File: src/rtl/xadc_drp_responder.sv
// Behavioural stand-in for the XADC primitive behind a DRP port.
// Serves DRP reads/writes with a fixed latency over a 128x16 register space and
// runs a round-robin conversion sequencer that loads bench codes into the status
// registers and evaluates the alarm thresholds.
module xadc_drp_responder #(
  parameter int pDRP_LATENCY = 4,
  parameter int pSEQ_PERIOD  = 64
) (
  input  logic        clk_usb,
  input  logic        reset_i,
  input  logic        den_in,
  input  logic        dwe_in,
  input  logic [6:0]  daddr_in,
  input  logic [15:0] di_in,
  output logic        drdy_out,
  output logic [15:0] do_out,
  input  logic [11:0] temp_code_i,
  input  logic [11:0] vccint_code_i,
  input  logic [11:0] vccaux_code_i,
  input  logic [11:0] vbram_code_i,
  output logic        ot_out,
  output logic        user_temp_alarm_out,
  output logic        vccint_alarm_out,
  output logic        vccaux_alarm_out,
  output logic        vbram_alarm_out,
  output logic [4:0]  channel_out,
  output logic        eos_out,
  output logic        drp_error_o
);

  localparam int         CNT_W    = $clog2(pSEQ_PERIOD);
  localparam logic [3:0] LAT_LOAD = 4'(pDRP_LATENCY - 1);

  typedef enum logic {ST_IDLE = 1'b0, ST_PEND = 1'b1} drp_state_t;

  drp_state_t       state_q, state_d;
  logic [3:0]       lat_q, lat_d;
  logic             accept, overlap;
  logic             we_q;
  logic [6:0]       addr_q;
  logic [15:0]      di_q;
  logic [15:0]      regs [128];
  logic [15:0]      do_hold;
  logic [15:0]      rd_val;
  logic             wr_en;
  logic [CNT_W-1:0] seq_cnt;
  logic [1:0]       ch_ptr;
  logic             conv;
  logic [6:0]       conv_addr;
  logic [11:0]      conv_code;
  logic [15:0]      conv_word;

  // Status registers are written only by the sequencer.
  function automatic logic is_status(input logic [6:0] a);
    return (a == 7'h00) || (a == 7'h01) || (a == 7'h02) || (a == 7'h06);
  endfunction

  // Set above the set threshold, clear below the clear threshold, else hold.
  function automatic logic hyst_alarm(input logic prev, input logic [11:0] code,
                                      input logic [11:0] set_thr, input logic [11:0] clr_thr);
    if (code > set_thr) return 1'b1;
    if (code < clr_thr) return 1'b0;
    return prev;
  endfunction

  function automatic logic out_of_range(input logic [11:0] code, input logic [11:0] upper,
                                        input logic [11:0] lower);
    return (code > upper) || (code < lower);
  endfunction

  // DRP transaction state and latency counter.
  always_ff @(posedge clk_usb) begin
    if (reset_i) begin
      state_q <= ST_IDLE;
      lat_q   <= '0;
    end else begin
      state_q <= state_d;
      lat_q   <= lat_d;
    end
  end

  // Next state; drdy is high in the final PEND cycle, where a new strobe is also taken.
  always_comb begin
    state_d  = state_q;
    lat_d    = lat_q;
    drdy_out = 1'b0;
    accept   = 1'b0;
    overlap  = 1'b0;
    case (state_q)
      ST_IDLE: begin
        if (den_in) begin
          accept  = 1'b1;
          state_d = ST_PEND;
          lat_d   = LAT_LOAD;
        end
      end
      ST_PEND: begin
        if (lat_q == 4'd0) begin
          drdy_out = 1'b1;
          if (den_in) begin
            accept = 1'b1;
            lat_d  = LAT_LOAD;
          end else begin
            state_d = ST_IDLE;
          end
        end else begin
          lat_d   = lat_q - 4'd1;
          overlap = den_in;
        end
      end
      default: state_d = ST_IDLE;
    endcase
  end

  // Capture the request fields when a strobe is accepted.
  always_ff @(posedge clk_usb) begin
    if (accept) begin
      we_q   <= dwe_in;
      addr_q <= daddr_in;
      di_q   <= di_in;
    end
  end

  // Free-running conversion timer and channel pointer.
  always_ff @(posedge clk_usb) begin
    if (reset_i) begin
      seq_cnt <= '0;
      ch_ptr  <= '0;
    end else if (conv) begin
      seq_cnt <= '0;
      ch_ptr  <= ch_ptr + 2'd1;
    end else begin
      seq_cnt <= seq_cnt + CNT_W'(1);
    end
  end

  assign conv = (seq_cnt == CNT_W'(pSEQ_PERIOD - 1));

  // Channel being converted this cycle and its incoming code.
  always_comb begin
    conv_addr = 7'h00;
    conv_code = temp_code_i;
    case (ch_ptr)
      2'd1: begin conv_addr = 7'h01; conv_code = vccint_code_i; end
      2'd2: begin conv_addr = 7'h02; conv_code = vccaux_code_i; end
      2'd3: begin conv_addr = 7'h06; conv_code = vbram_code_i;  end
      default: ;
    endcase
  end

  assign conv_word = {conv_code, 4'h0};
  assign eos_out   = conv && (ch_ptr == 2'd3);
  assign wr_en     = drdy_out && we_q && !is_status(addr_q);
  assign rd_val    = (conv && (conv_addr == addr_q)) ? conv_word : regs[addr_q];
  assign do_out    = (drdy_out && !we_q) ? rd_val : do_hold;

  // Register space: reset defaults, DRP write commit, conversion results.
  always_ff @(posedge clk_usb) begin
    if (reset_i) begin
      for (int i = 0; i < 128; i++) regs[i] <= '0;
      regs[7'h50] <= 16'hB5ED;
      regs[7'h51] <= 16'h5999;
      regs[7'h52] <= 16'h9999;
      regs[7'h53] <= 16'hCA30;
      regs[7'h54] <= 16'hA93A;
      regs[7'h55] <= 16'h5111;
      regs[7'h56] <= 16'h91EB;
      regs[7'h57] <= 16'hAE40;
      regs[7'h58] <= 16'h5999;
      regs[7'h5C] <= 16'h5111;
    end else begin
      if (wr_en) regs[addr_q] <= di_q;
      if (conv)  regs[conv_addr] <= conv_word;
    end
  end

  // Read data holds until the next read completes.
  always_ff @(posedge clk_usb) begin
    if (reset_i) do_hold <= '0;
    else if (drdy_out && !we_q) do_hold <= rd_val;
  end

  // Sticky overlap flag.
  always_ff @(posedge clk_usb) begin
    if (reset_i) drp_error_o <= 1'b0;
    else if (overlap) drp_error_o <= 1'b1;
  end

  // Alarm evaluation against thresholds as stored before this conversion edge.
  always_ff @(posedge clk_usb) begin
    if (reset_i) begin
      ot_out              <= 1'b0;
      user_temp_alarm_out <= 1'b0;
      vccint_alarm_out    <= 1'b0;
      vccaux_alarm_out    <= 1'b0;
      vbram_alarm_out     <= 1'b0;
      channel_out         <= '0;
    end else if (conv) begin
      channel_out <= conv_addr[4:0];
      case (ch_ptr)
        2'd0: begin
          user_temp_alarm_out <= hyst_alarm(user_temp_alarm_out, conv_code,
                                            regs[7'h50][15:4], regs[7'h54][15:4]);
          ot_out              <= hyst_alarm(ot_out, conv_code,
                                            regs[7'h53][15:4], regs[7'h57][15:4]);
        end
        2'd1: vccint_alarm_out <= out_of_range(conv_code, regs[7'h51][15:4], regs[7'h55][15:4]);
        2'd2: vccaux_alarm_out <= out_of_range(conv_code, regs[7'h52][15:4], regs[7'h56][15:4]);
        default: vbram_alarm_out <= out_of_range(conv_code, regs[7'h58][15:4], regs[7'h5C][15:4]);
      endcase
    end
  end

endmodule

File: config.mk
export PLATFORM = sky130hd
export DESIGN_NAME = xadc_drp_responder
export DESIGN_NICKNAME = d
export VERILOG_FILES = /design/src/rtl/xadc_drp_responder.sv
export SDC_FILE = /design/constraint.sdc
export NUM_CORES = 2
export LEC_CHECK = 0
export CORE_MARGIN = 5
export CORE_UTILIZATION = 60
export DETAILED_ROUTE_END_ITERATION = 16
export GPL_TIMING_DRIVEN = 1
export PLACE_DENSITY = 0.77
export SETUP_SLACK_MARGIN = 0.15
export SYNTH_ARGS = -nofsm -noshare
export SYNTH_HDL_FRONTEND = slang
export SYNTH_SLANG_ARGS = --single-unit
File: constraint.sdc
create_clock -name clk_usb -period 10 [get_ports clk_usb]
set_input_delay 2.5 -clock clk_usb [delete_from_list [all_inputs] [get_ports clk_usb]]
set_output_delay 2.5 -clock clk_usb [all_outputs]
set_load 0.01 [all_outputs]
==> metrics.md <==
| Metric | Value |
|---|---|
| Clock Latency Late Sink | 880 ps |
| Slew @ Worst Pin | 1376 ps |
| Drt total wl | 283.7 mm |
| Clock Sinks | 2117 |
| Period minus WS final | 8571 ps |
| Layer with the highest usage | met2 |
| Pins Over Slew Limit | 0 |
| Initial DRC count | 9337 |
| Top FF cell, synth | edfxtp_1 |
| P_sw | 4.963 mW |
| Yosys cell types | 67 |
| Clock root cell | clkbuf_16 |
| Critical path class | flip-flop to primary output |
| Critical path endpoint category | primary output |
| Die area | 174600 um2 |
| CP Launch Type | flip-flop |
| Grt met2 use | 0.4854 |
| Setup repair bufs after CTS | 0 |
| Placed instance area | 102600 um2 |
| Slew margin rel. | 0.07947 |
| Max rail drop VDD | 210.5 uV |
| WP data required | 7500 ps |
| Post-synth EDFFs | 2040 |
| Initial Util | 0.6044 |
| Synth top area share | 0.6137 |
| Synth top area cells | edfxtp_1 (61%), and2_1 (12%), mux4_2 (6.0%) |
| Pre-CTS setup slack | 2251 ps |
| Internal | 15.01 mW |
| Asr flop ratio synth | 0 |
| Clock power share | 0.392 |
| Ys Warns | 0 |
| Worst Hold Class | flip-flop to flip-flop |
| Final Wtd Congestion | 1.006 |
| DR vias | 62640 |
| Avg Cell Area, Syn | 13.67 um2 |
| Final net count | 7373 |
| Area Overhead vs Synth | 9.601% |
| Largest net degree at the start of global routing | 111 |
| Clock buffer depth | 3 |
| IO Pins | 104 |
| Layout Skew | 60.34 ps |
| Final instance area | 109400 um2 |
| Site Rows | 149 |
| Vias in the first global route | 61140 |
| GRT Util Overall | 0.3220 |
| Seq pwr share | 0.505 |
| Crit path max fanout | 43 |
| Routed Antenna Nets | 0 |
| Via density | 6.561 |
| Crit path DAT | 6070 ps |
| DR WL/cell | 29.72 um |
| H-tree Lvls | 4 |
| Post-CTS Hold Buffers | 0 |
| F_max | 116.7 MHz |
| Switch share | 0.2485 |
| PwrDens | 182.6 nW/um2 |
| CTS clk-pin slew, worst paths | 60 ps |
| Mapped Cells | 7301 |
| DPL Wire Length | 177.2 mm |
| First-pass DRT Iterations | 9 |
| Final Cycle Share | 0.8571 |
| Grt total ovfl | 0 |
| Core area | 165200 um2 |
| First-pass GRT wire length | 412.4 mm |
| Met1 usage | 0.4411 |
| Post-layout util | 0.6624 |
| Combinational Power Share | 0.103 |
| Residual DRC count | 0 |
| Synth area leader | edfxtp_1 |
| Share of post-route cells with drive strength above 1 | 0.1154 |
| Die width | 417.9 um |
| Leakage | 40.82 nW |
| CTS resizes | 0 |
| Setup TNS | 0 ps |
| RSZ-0062 raised after global routing | no |
| Synth Cell Area | 99830 um2 |
| #FFs+latches synth | 2117 |
| Max Cap Viol | 0 |
| CTS buffer count | 211 |
| CTS tree | built |
| Status | completed |
| Die Ht | 417.9 um |
| Setup ws final | 1429 ps |
| Post-synthesis sequential area ratio | 0.6291 |
| Initial antenna violation count | 8 |
| GRT met3 Usage | 0.08719 |
| Setup violations, final | 0 |
| Fin. Hold Viols | 0 |
| Buffers added on ports | 101 |
## per-stage QoR
| stage | cells | hold slack, ps | power [mW] |
|---|---|---|---|
| floorplan | 7302 | 424.9 | 11.44 |
| global placement | 9149 | 435.7 | 12.22 |
| detailed placement | 9149 | 443.0 | 12.26 |
| CTS | 9543 | 460.9 | 19.94 |
| global route | 9543 | 485.6 | 20.45 |
| finish | 9546 | 459.0 | 19.97 |
## worst max-delay path: stages, from the launching register on
cell and delay [ps]:
dfxtp_4 560, buf_4 650, buf_4 780, mux4_2 450
a221o_1 170, nand2_1 120, nand4_1 410, nand4_1 270
o21ai_0 1010, clkdlybuf4s50_1 720
## final cells by class
class	count	area (um2)
Sequential cell	2117	62810
Antenna cell	3	7.507
Tap cell	2189	2739
Multi-Input combinational cell	4382	33800
Timing Repair Buffer	320	2725
Clock buffer	263	5537
Clock inverter	131	1261
Inverter	141	531.8
Fill cell	11440	55770
## final timing paths
| kind | startpoint | to | slack (ps) | depth (start not counted) |
|---|---|---|---|---|
| worst max-delay path | flip-flop | do_out[11] | 1430 | 9 |
| worst min-delay path | regs[1][2] | regs[1][2] | 460 | 1 |
| worst max register to register | ch_ptr[0] | ot_out | 5360 | 14 |
| worst min register to register | regs[1][2] | regs[1][2] | 460 | 1 |
## synthesized netlist by cell type (40+ instances only)
cell type / count
a21oi_1: 110
a221o_1: 48
a22oi_1: 40
and2_1: 1865
buf_2: 66
buf_4: 48
clkbuf_1: 506
dfxtp_1: 77
edfxtp_1: 2040
ha_1: 125
inv_1: 141
mux2i_1: 481
mux4_2: 266
nand2_1: 125
nand3_1: 71
nand4_1: 91
nor2_1: 226
nor2b_1: 74
o21ai_0: 307
o22ai_1: 215
or3_1: 81
## routing by layer
layer	vias up	share of wire	wire length (um)
met2	4223	0.45	127500
met1	31210	0.37	103600
met5	-	0.000099	28
met4	4	0.056	16000
met3	713	0.13	36580
li1	26480	-	-
## logic make-up (layout without fill, tap and decap cells)
| family | after synthesis | in the layout | synth area share |
|---|---|---|---|
| simple gates | 2637 | 2637 | 0.1558 |
| flops | 2117 | 2117 | 0.6291 |
| compound gates | 838 | 838 | 0.05153 |
| buf+inv | 803 | 855 | 0.03389 |
| mux | 771 | 771 | 0.1132 |
| fa+ha+maj | 125 | 125 | 0.01567 |
| xor+xnor | 9 | 9 | 0.0007897 |
| other cells | 1 | 5 | 0.00003757 |
## power by group through the flow
stage	clock [mW]	sequential [mW]	combinational, mW
floorplan	0	10.2	1.22
detailed placement	0	10.3	2.00
finish	7.83	10.1	2.07
CTS	7.85	10.1	2.01
global route	8.23	10.1	2.13
global placement	0	10.2	1.97
## sequential cells by signal, summed over array words and instances (netlist names), named ones only
| name | count |
|---|---|
| lat_q | 4 |
| do_hold | 16 |
| addr_q | 7 |
| channel_out | 3 |
| seq_cnt | 6 |
| vbram_alarm_out | 1 |
| ot_out | 1 |
| user_temp_alarm_out | 1 |
| state_q | 1 |
| vccint_alarm_out | 1 |
| regs | 2048 |
| we_q | 1 |
| drp_error_o | 1 |
| di_q | 16 |
| ch_ptr | 2 |
| vccaux_alarm_out | 1 |
## placed cells by master (no fill, tap or decap), types with 91 or more instances in the layout
cell type        Yosys  routed
a21oi_1            110     110
and2_1            1865    1864
buf_4               48     213
clkbuf_16            0     212
clkdlybuf4s50_1      0     100
edfxtp_1          2040    2040
ha_1               125     125
inv_1              141     139
mux2i_1            481     481
mux4_2             266     266
nand2_1            125     122
nand4_1             91      91
nor2_1             226     224
o21ai_0            307     187
o21ai_1             12     113
o22ai_1            215     215
Power figures use the tool's default switching activity.
